<file path="src/rtl/boot_loader.sv">
// rtl/boot_loader.sv - I2C byte-stream program loader and memory-port controller for the synth core
module boot_loader #(
    parameter int ADDR_W      = 10,
    parameter int DATA_W      = 16,
    parameter int TIMEOUT_CYC = 100000
) (
    input  logic              clk,
    input  logic              rst,
    input  logic              byte_valid,
    input  logic [7:0]        byte_data,
    input  logic              reload,
    input  logic [ADDR_W-1:0] core_mem_address,
    input  logic [DATA_W-1:0] core_mem_data,
    input  logic              core_mem_we,
    output logic [ADDR_W-1:0] mem_address,
    output logic [DATA_W-1:0] mem_data,
    output logic              mem_we,
    output logic              core_rst,
    output logic              busy,
    output logic              done,
    output logic              err,
    output logic [ADDR_W:0]   words_loaded
);

    localparam int          TMO_W     = $clog2(TIMEOUT_CYC + 1);
    localparam int          CNT_W     = ADDR_W + 1;
    localparam logic [15:0] MAX_WORDS = 16'(1 << ADDR_W);

    typedef enum logic [2:0] {HDR_HI, HDR_LO, DATA_HI, DATA_LO, RUN, ERR} state_t;

    state_t            state;
    state_t            state_next;
    logic [7:0]        hdr_hi;
    logic [7:0]        data_hi;
    logic [CNT_W-1:0]  n_words;
    logic [CNT_W-1:0]  wc;
    logic [TMO_W-1:0]  tmo;
    logic              ld_we;
    logic [ADDR_W-1:0] ld_addr;
    logic [DATA_W-1:0] ld_data;

    logic [15:0] hdr_n;
    logic        loading;
    logic        tmo_hit;
    logic        last_word;
    logic        loader_owns;

    assign hdr_n     = {hdr_hi, byte_data};
    assign loading   = (state == HDR_LO) || (state == DATA_HI) || (state == DATA_LO);
    assign tmo_hit   = loading && !byte_valid && (tmo == TMO_W'(TIMEOUT_CYC - 1));
    assign last_word = (wc + CNT_W'(1)) == n_words;
    // The final word's write lands in the first RUN cycle, so the loader keeps the port then.
    assign loader_owns  = (state != RUN) || ld_we;
    assign words_loaded = wc;

    // State register
    always_ff @(posedge clk) begin
        if (rst) begin
            state <= HDR_HI;
        end else begin
            state <= state_next;
        end
    end

    // Next-state logic, status flags and the memory-port mux
    always_comb begin
        state_next  = state;
        busy        = loading;
        done        = (state == RUN);
        err         = (state == ERR);
        core_rst    = loader_owns;
        mem_address = core_mem_address;
        mem_data    = core_mem_data;
        mem_we      = core_mem_we;
        if (loader_owns) begin
            mem_address = ld_addr;
            mem_data    = ld_data;
            mem_we      = ld_we;
        end
        if (reload) begin
            state_next = HDR_HI;
        end else begin
            case (state)
                HDR_HI: begin
                    if (byte_valid) state_next = HDR_LO;
                end
                HDR_LO: begin
                    if (byte_valid) begin
                        if (hdr_n > MAX_WORDS)  state_next = ERR;
                        else if (hdr_n == 16'd0) state_next = RUN;
                        else                     state_next = DATA_HI;
                    end else if (tmo_hit) begin
                        state_next = ERR;
                    end
                end
                DATA_HI: begin
                    if (byte_valid)   state_next = DATA_LO;
                    else if (tmo_hit) state_next = ERR;
                end
                DATA_LO: begin
                    if (byte_valid)   state_next = last_word ? RUN : DATA_HI;
                    else if (tmo_hit) state_next = ERR;
                end
                default: state_next = state;
            endcase
        end
    end

    // Byte assembly, word counter, idle timer and the registered loader write
    always_ff @(posedge clk) begin
        if (rst || reload) begin
            hdr_hi  <= '0;
            data_hi <= '0;
            n_words <= '0;
            wc      <= '0;
            tmo     <= '0;
            ld_we   <= 1'b0;
            ld_addr <= '0;
            ld_data <= '0;
        end else begin
            ld_we <= 1'b0;
            if (!loading || byte_valid || (state_next != state)) begin
                tmo <= '0;
            end else begin
                tmo <= tmo + TMO_W'(1);
            end
            case (state)
                HDR_HI:  if (byte_valid) hdr_hi <= byte_data;
                HDR_LO:  if (byte_valid) n_words <= hdr_n[CNT_W-1:0];
                DATA_HI: if (byte_valid) data_hi <= byte_data;
                DATA_LO: begin
                    if (byte_valid) begin
                        ld_we   <= 1'b1;
                        ld_data <= DATA_W'({data_hi, byte_data});
                        ld_addr <= wc[ADDR_W-1:0];
                        wc      <= wc + CNT_W'(1);
                    end
                end
                default: ;
            endcase
        end
    end

endmodule
</file>
<file path="config.mk">
export PLATFORM = sky130hd
export DESIGN_NAME = boot_loader
export DESIGN_NICKNAME = d
export VERILOG_FILES = /design/src/rtl/boot_loader.sv
export SDC_FILE = /design/constraint.sdc
export NUM_CORES = 1
export LEC_CHECK = 0
export ABC_AREA = 1
export CORE_UTILIZATION = 50
export CTS_BUF_LIST = sky130_fd_sc_hd__clkbuf_2 sky130_fd_sc_hd__clkbuf_4 sky130_fd_sc_hd__clkbuf_8
export CTS_CLUSTER_DIAMETER = 120
export DETAILED_ROUTE_END_ITERATION = 6
export PLACE_DENSITY = 0.78
export SLEW_MARGIN = 0
export SYNTH_ARGS = -nofsm -noshare
export SYNTH_HDL_FRONTEND = slang
export SYNTH_SLANG_ARGS = --single-unit
</file>
<file path="constraint.sdc">
create_clock -name clk -period 2.2 [get_ports clk]
set_input_delay 0.66 -clock clk [delete_from_list [all_inputs] [get_ports clk]]
set_output_delay 0.66 -clock clk [all_outputs]
set_load 0.05 [all_outputs]
</file>
==> out/metrics.csv, run 1 <==
metric,value,unit
crit-path max FO,8,
number of remaining DRC errors,0,
core area,7807,um2
crit-path cells,inv_2 > nand2_4 > nor2_4 > nand2_8 > buf_16 > mux2_4 > buf_12,
H-tree levels,3,
GRT Overall Usage,26.22,%
average routed wire per standard cell,14.21,um
total wire length,10830,um
Tightest Pin Transition,0.4956,ns
initial antenna violation count,0,
"Req. time, crit path",1.54,ns
gr ovfl total,0,
Tmin final,2.444,ns
met1 WL,4518,um
# IOs,81,
final worst setup slack,-0.2437,ns
"FF+latch count, synth",85,
vias in the first global route,3796,
status,"finished, violations left",
Syn Inst Count,546,
layout cells sized above 1,23.79,%
delay of the slowest cell on the worst path,0.33,ns
WL met3,508,um
fin. max-slew vios,0,
Row Count,32,
LEAKAGE,2.552,nW
antenna fix cells,0,
simple-gate share of the synthesized area,23.55,%
first-pass GRT wire length,17490,um
largest net degree at the start of global routing,61,
Area Growth Syn to Fin,46.24,%
RSZ-0062 raised after global routing,yes,
Hold Path Stages,1,
IO Port Bufs,80,
CTS tree,yes,
hold buffers post-CTS,0,
Inserted Clock Buffers,9,
Initial Util,52.05,%
DIE WIDTH,92.16,um
multiplexer share of the synthesized area,7.204,%
drt initial violations,213,
VDD IR-drop max,0.0003384,V
synth warn,0,
vias,3992,
HPWL Detailed,7459,um
endpoint type of the worst setup path,output port,
Met2 Wirelength,5569,um
Synth top area share,41.87,%
worst hold path type,reg -> reg,
failing checks,setup timing,
worst-skew pair later-pin latency,0.37,ns
synth unique cells,32,
Vert. Die Dim,92.16,um
"Top FF cell, synth",dfxtp_1,
final setup TNS,-5.937,ns
fmax,409.2,MHz
Worst R2R Path Depth,15,
Max-Cap Viols,0,
die area,8493,um2
clk root buf,clkbuf_8,
ys async rst share,0,%
synthesized area,4064,um2
clk sink count,85,
largest family of logic cells by synthesized area,simple AND/OR/NAND/NOR gates,
Max clock buf depth,2,
complex-gate fraction of the synthesized area,13.95,%
register area share after synthesis,41.87,%
DP Worst Slack,-0.3697,ns
Worst slew margin,67.09,%
Vias/cell,5.239,
Critical Path AT,1.78,ns
WS Path Type,reg -> out,
period utilization,111.1,%
xor and xnor area share after synthesis,4.002,%
Post-synth EDFFs,0,
"Core Util, Final",76.12,%
adder-cell area share of the yosys netlist,0.6158,%
syn nets,587,
main area contributors after synthesis,"dfxtp_1 42%, o21ai_0 7.6%, mux2_2 7.2%",
Final setup viols,27,
Final Skew,0.009271,ns
startpoint type of the worst setup path,register,
GP Congestion,0.8420,
drt pass-1 iters,5,
endpoints failing hold,0,
CTS clock-pin slew for the worst setup and hold paths,0.09,ns
Nets,696,
"slowest stage cell, crit path",dfxtp_2,
"area leader, netlist",dfxtp_1,
mean post-synth cell area,7.443,um2
max layer used,met4,
post-route ant nets,0,
PwrDens,571.2,nW/um2
## report_power, final
group	internal (W)	switching [W]	leakage (nW)	total, W
Clock	0.000998	0.000566	0.144	0.00156
Sequential	0.00155	0.00000678	0.688	0.00155
Combinational	0.000143	0.000133	1.72	0.000276
Total	0.00269	0.000706	2.55	0.00340
## sequential cells by signal, indices dropped and copies added (netlist names)
| register | flops |
|---|---|
| tmo | 17 |
| ld_data | 16 |
| n_words | 11 |
| words_loaded | 11 |
| ld_addr | 10 |
| data_hi | 8 |
| hdr_hi | 8 |
| state | 3 |
| ld_we | 1 |
## cell families (layout without fill, tap and decap cells)
family / count (synthesis) / count (layout)
and+or+nand+nor: 214 / 215
AOI/OAI and AO/OA: 111 / 111
buffers and inverters: 91 / 204
DFF: 85 / 85
muxes: 26 / 26
xor gates and xnor gates: 17 / 17
adders and majority gates: 2 / 2
## Yosys cell counts, types with 2 or more instances
master / instances
clkbuf_1: 17
inv_1: 67
a21oi_1: 43
mux2_2: 26
nor2_2: 11
ha_1: 2
nand3b_1: 2
xor2_1: 14
nand2_1: 71
o21ai_0: 62
nor4_1: 4
nor3_1: 4
xnor2_1: 2
nand3_1: 28
buf_2: 4
nand4_1: 8
nand2_2: 4
dfxtp_1: 85
nor2_1: 77
o211ai_1: 3
## per-stage QoR
| step | power, W | instances | instance area (um2) | hold WS (ns) |
|---|---|---|---|---|
| global placement | 0.001853 | 737 | 5464 | 0.4245 |
| CTS | 0.003401 | 758 | 5854 | 0.4551 |
| detailed placement | 0.001859 | 737 | 5464 | 0.4398 |
| global route | 0.003496 | 762 | 5943 | 0.4877 |
| floorplan | 0.001704 | 546 | 4189 | 0.4175 |
| finish | 0.003395 | 762 | 5943 | 0.4516 |
## worst paths after layout
kind | start | endpoint | slack (ns)
worst min register to register | tmo[0]$_SDFF_PP0_ | tmo[0]$_SDFF_PP0_ | 0.45
worst max-delay path | state[1]$_SDFF_PP0_ | mem_data[7] | -0.24
worst min-delay path | tmo[0]$_SDFF_PP0_ | tmo[0]$_SDFF_PP0_ | 0.45
worst max register to register | words_loaded[0]$_SDFFE_PP0P_ | tmo[12]$_SDFF_PP0_ | 0.13
## layer usage
| layer | up-vias | GRT usage, % |
|---|---|---|
| met1 | 1869 | 31.39 |
| met5 | - | 0 |
| met2 | 114 | 45.96 |
| met3 | 20 | 5.556 |
| met4 | 0 | 9.635 |
| li1 | 1989 | - |
## final cells by class
type	count	area, um2
clock buffers	10	131.4
inverters	69	259.0
clock inverters	6	158.9
well taps	102	127.6
repair buffers	119	1384
multi-input cells	371	2171
flip-flops and latches	85	1712
fillers	549	1864
## what timing repair did
action / 4_1_cts / 5_1_grt
gates resized for setup: 13 / 11
gates cloned: 1 / 1
setup endpoints to repair: 32 / 45
setup buffers: 4 / 3
pin swaps: 3 / 6
## layout by cell type (no fill, tap or decap), types with 2 or more instances in the layout
| cell type | count |
|---|---|
| dfxtp_1 | 81 |
| nor2_1 | 73 |
| nand2_1 | 69 |
| inv_1 | 66 |
| o21ai_0 | 62 |
| a21oi_1 | 43 |
| buf_4 | 43 |
| clkdlybuf4s50_1 | 37 |
| nand3_1 | 28 |
| buf_12 | 27 |
| mux2_4 | 19 |
| nor2_2 | 14 |
| xor2_1 | 14 |
| clkbuf_8 | 9 |
| buf_6 | 9 |
| nand4_1 | 8 |
| mux2_2 | 7 |
| bufinv_16 | 5 |
| nand2_4 | 4 |
| nor4_1 | 4 |
| nor3_1 | 3 |
| o211ai_1 | 3 |
| inv_2 | 2 |
| nor2_4 | 2 |
| nand2_8 | 2 |
| nand2_2 | 2 |
| nand3b_1 | 2 |
| xnor2_1 | 2 |
| dfxtp_2 | 2 |
| dfxtp_4 | 2 |
## critical path: cells and delay by family (launching register included)
| family | cells | cell delay (ns) |
|---|---|---|
| buffers and inverters | 3 | 0.39 |
| muxes | 1 | 0.31 |
| DFF | 1 | 0.33 |
| and+or+nand+nor | 3 | 0.36 |
Power figures use the tool's default switching activity.
==> inputs of run 2 (changes only) <==
==> constraint.sdc (replaced) <==
create_clock -name clk -period 2.2 [get_ports clk]
set_input_delay 0.66 -clock clk [delete_from_list [all_inputs] [get_ports clk]]
set_output_delay 0.66 -clock clk [all_outputs]
set_load 0.01 [all_outputs]
==> run 2 against run 1 <==
Net effect: total power is 9.3% lower; maximum frequency up 1.4%; sequential power is essentially flat; register-to-register slack worse by 0.06 ns; cell area fell by 4.1%; largest power group is now sequential cells; global-route usage rose by 0.69 points; clock skew is 0.0064 ns higher; the flow still finishes with violations (setup timing).
==> out/metrics.csv, run 2 (synthesis gave the netlist of run 1 again) <==
metric,value,unit
status,"finished, violations left",
failing checks,setup timing,
endpoints failing hold,0,
Vias/cell,5.396,
Tmin final,2.410,ns
LEAKAGE,2.413,nW
core area,7807,um2
startpoint type of the worst setup path,register,
H-tree levels,3,
Placed Cells,743,
Crit path max-delay family,buffers and inverters,
Final Skew,0.01564,ns
Critical Path AT,1.75,ns
clk sink count,85,
CP dominant cell by count,nand2_4,
Tightest Pin Transition,0.5055,ns
Initial Util,52.05,%
RSZ-0062 raised after global routing,yes,
worst-skew pair later-pin latency,0.36,ns
"commonest non-fill, non-tap cell in the layout",dfxtp_1,
GRT Overall Usage,26.92,%
period utilization,109.6,%
number of remaining DRC errors,0,
final worst setup slack,-0.2101,ns
fmax,414.9,MHz
IO Port Bufs,80,
Nets,700,
HPWL Detailed,7478,um
Inserted Clock Buffers,9,
most frequent cells in the layout,"80 x dfxtp_1, 67 x nor2_1, 66 x inv_1, 66 x nand2_1, 62 x o21ai_0",
average routed wire per standard cell,15.10,um
# IOs,81,
initial antenna violation count,0,
VDD IR-drop max,0.0003689,V
WP buf/inv,4,
"Req. time, crit path",1.54,ns
crit-path cells,inv_2 > nand2_4 > nor2_4 > nand2_4 > buf_16 > buf_12 > mux2_2 > buf_6,
gr ovfl total,0,
PwrDens,540.3,nW/um2
Area Growth Syn to Fin,40.24,%
Worst slew margin,66.22,%
delay of the slowest cell on the worst path,0.33,ns
endpoint type of the worst setup path,output port,
Row Count,32,
die area,8493,um2
final setup TNS,-3.142,ns
first-pass GRT wire length,18090,um
clk root buf,clkbuf_8,
fin. max-slew vios,0,
"slowest stage cell, crit path",dfxtp_2,
Vert. Die Dim,92.16,um
Worst R2R Path Depth,16,
CTS tree,yes,
biggest regs,"tmo: 17 flops, ld_data: 16 flops",
CTS clock-pin slew for the worst setup and hold paths,0.08,ns
CP endpoint,mem_data[7],
antenna fix cells,0,
Max clock buf depth,2,
Final setup viols,26,
vias,4133,
R2R Setup Slk,0.07,ns
GP Congestion,0.8525,
layout cells sized above 1,23.64,%
Final Non-Filler Cells,766,
startpoint of the worst setup timing path,state[1]$_SDFF_PP0_,
"Most flops, register",tmo,
cell count along the critical path,8,
crit-path max FO,4,
total wire length,11570,um
vias in the first global route,3909,
Hold Path Stages,2,
WS Path Type,reg -> out,
largest net degree at the start of global routing,39,
drt initial violations,197,
max reg flops,17,
FF-to-FF End,tmo[10]$_SDFF_PP0_,
DIE WIDTH,92.16,um
Max-Cap Viols,0,
R2R Path Start,words_loaded[0]$_SDFFE_PP0P_,
worst hold path type,reg -> reg,
post-route ant nets,0,
hold buffers post-CTS,0,
drt pass-1 iters,5,
## run 2: what timing repair did
action	in CTS	in global routing
pin swaps	1	8
gates resized for setup	140	28
buffers inserted	2	2
endpoints found under the setup margin	48	45
gates cloned	3	1
hold endpoints to repair	0	0
## run 2: worst min-delay path by stage
stage | start | end
after floorplan | tmo[0]$_SDFF_PP0_ | tmo[0]$_SDFF_PP0_
final | hdr_hi[5]$_SDFFE_PP0P_ | hdr_hi[5]$_SDFFE_PP0P_
after CTS | tmo[0]$_SDFF_PP0_ | tmo[0]$_SDFF_PP0_
after global routing | tmo[0]$_SDFF_PP0_ | tmo[0]$_SDFF_PP0_
after global placement | tmo[0]$_SDFF_PP0_ | tmo[0]$_SDFF_PP0_
after detailed placement | tmo[0]$_SDFF_PP0_ | tmo[0]$_SDFF_PP0_
## run 2: power breakdown
part           leakage (nW)  internal, W  switching, W  total (W)
clock                 0.109     0.000685      0.000578    0.00126
combinational          1.61     0.000137      0.000123   0.000259
sequential            0.689      0.00155    0.00000710    0.00156
total                  2.41      0.00237      0.000708    0.00308
## run 2: final cells by class
type                    count  area, um2
flip-flops and latches     85       1710
well taps                 102      127.6
clock buffers              11      145.1
inverters                  69      259.0
fillers                   583       2108
multi-input cells         371       2125
repair buffers            123       1249
clock inverters             5      83.83
## run 2: metal layers
metal / wire length [um] / part of all wire, % / up-vias / global-route usage (%)
met5: 0 / 0 / - / 0
met2: 5753 / 50 / 175 / 45.15
met3: 739 / 6.4 / 40 / 5.224
met4: 395 / 3.4 / 0 / 13.15
met1: 4681 / 40 / 1913 / 32.90
li1: - / - / 2005 / -
## run 2: stage by stage
step                instance area, um2  total power, W  util, %  hold slack [ns]  worst slack [ns]
finish                            5699        0.003079    73.00           0.4538           -0.2101
global route                      5699        0.003173    73.00           0.4750           -0.2632
CTS                               5572        0.003071    71.36           0.4554           -0.2166
detailed placement                5216        0.001833    66.81           0.4385           -0.4350
global placement                  5216        0.001827    66.81           0.4258           -0.2712
floorplan                         4066        0.001684        -           0.4175           0.04114
## run 2: tightest hold or removal path: cells and delay by family (launching register included)
family	cells	cell delay [ns]
flip-flops	1	0.30
buffers and inverters	1	0.06
AO/OA/AOI/OAI	1	0.05
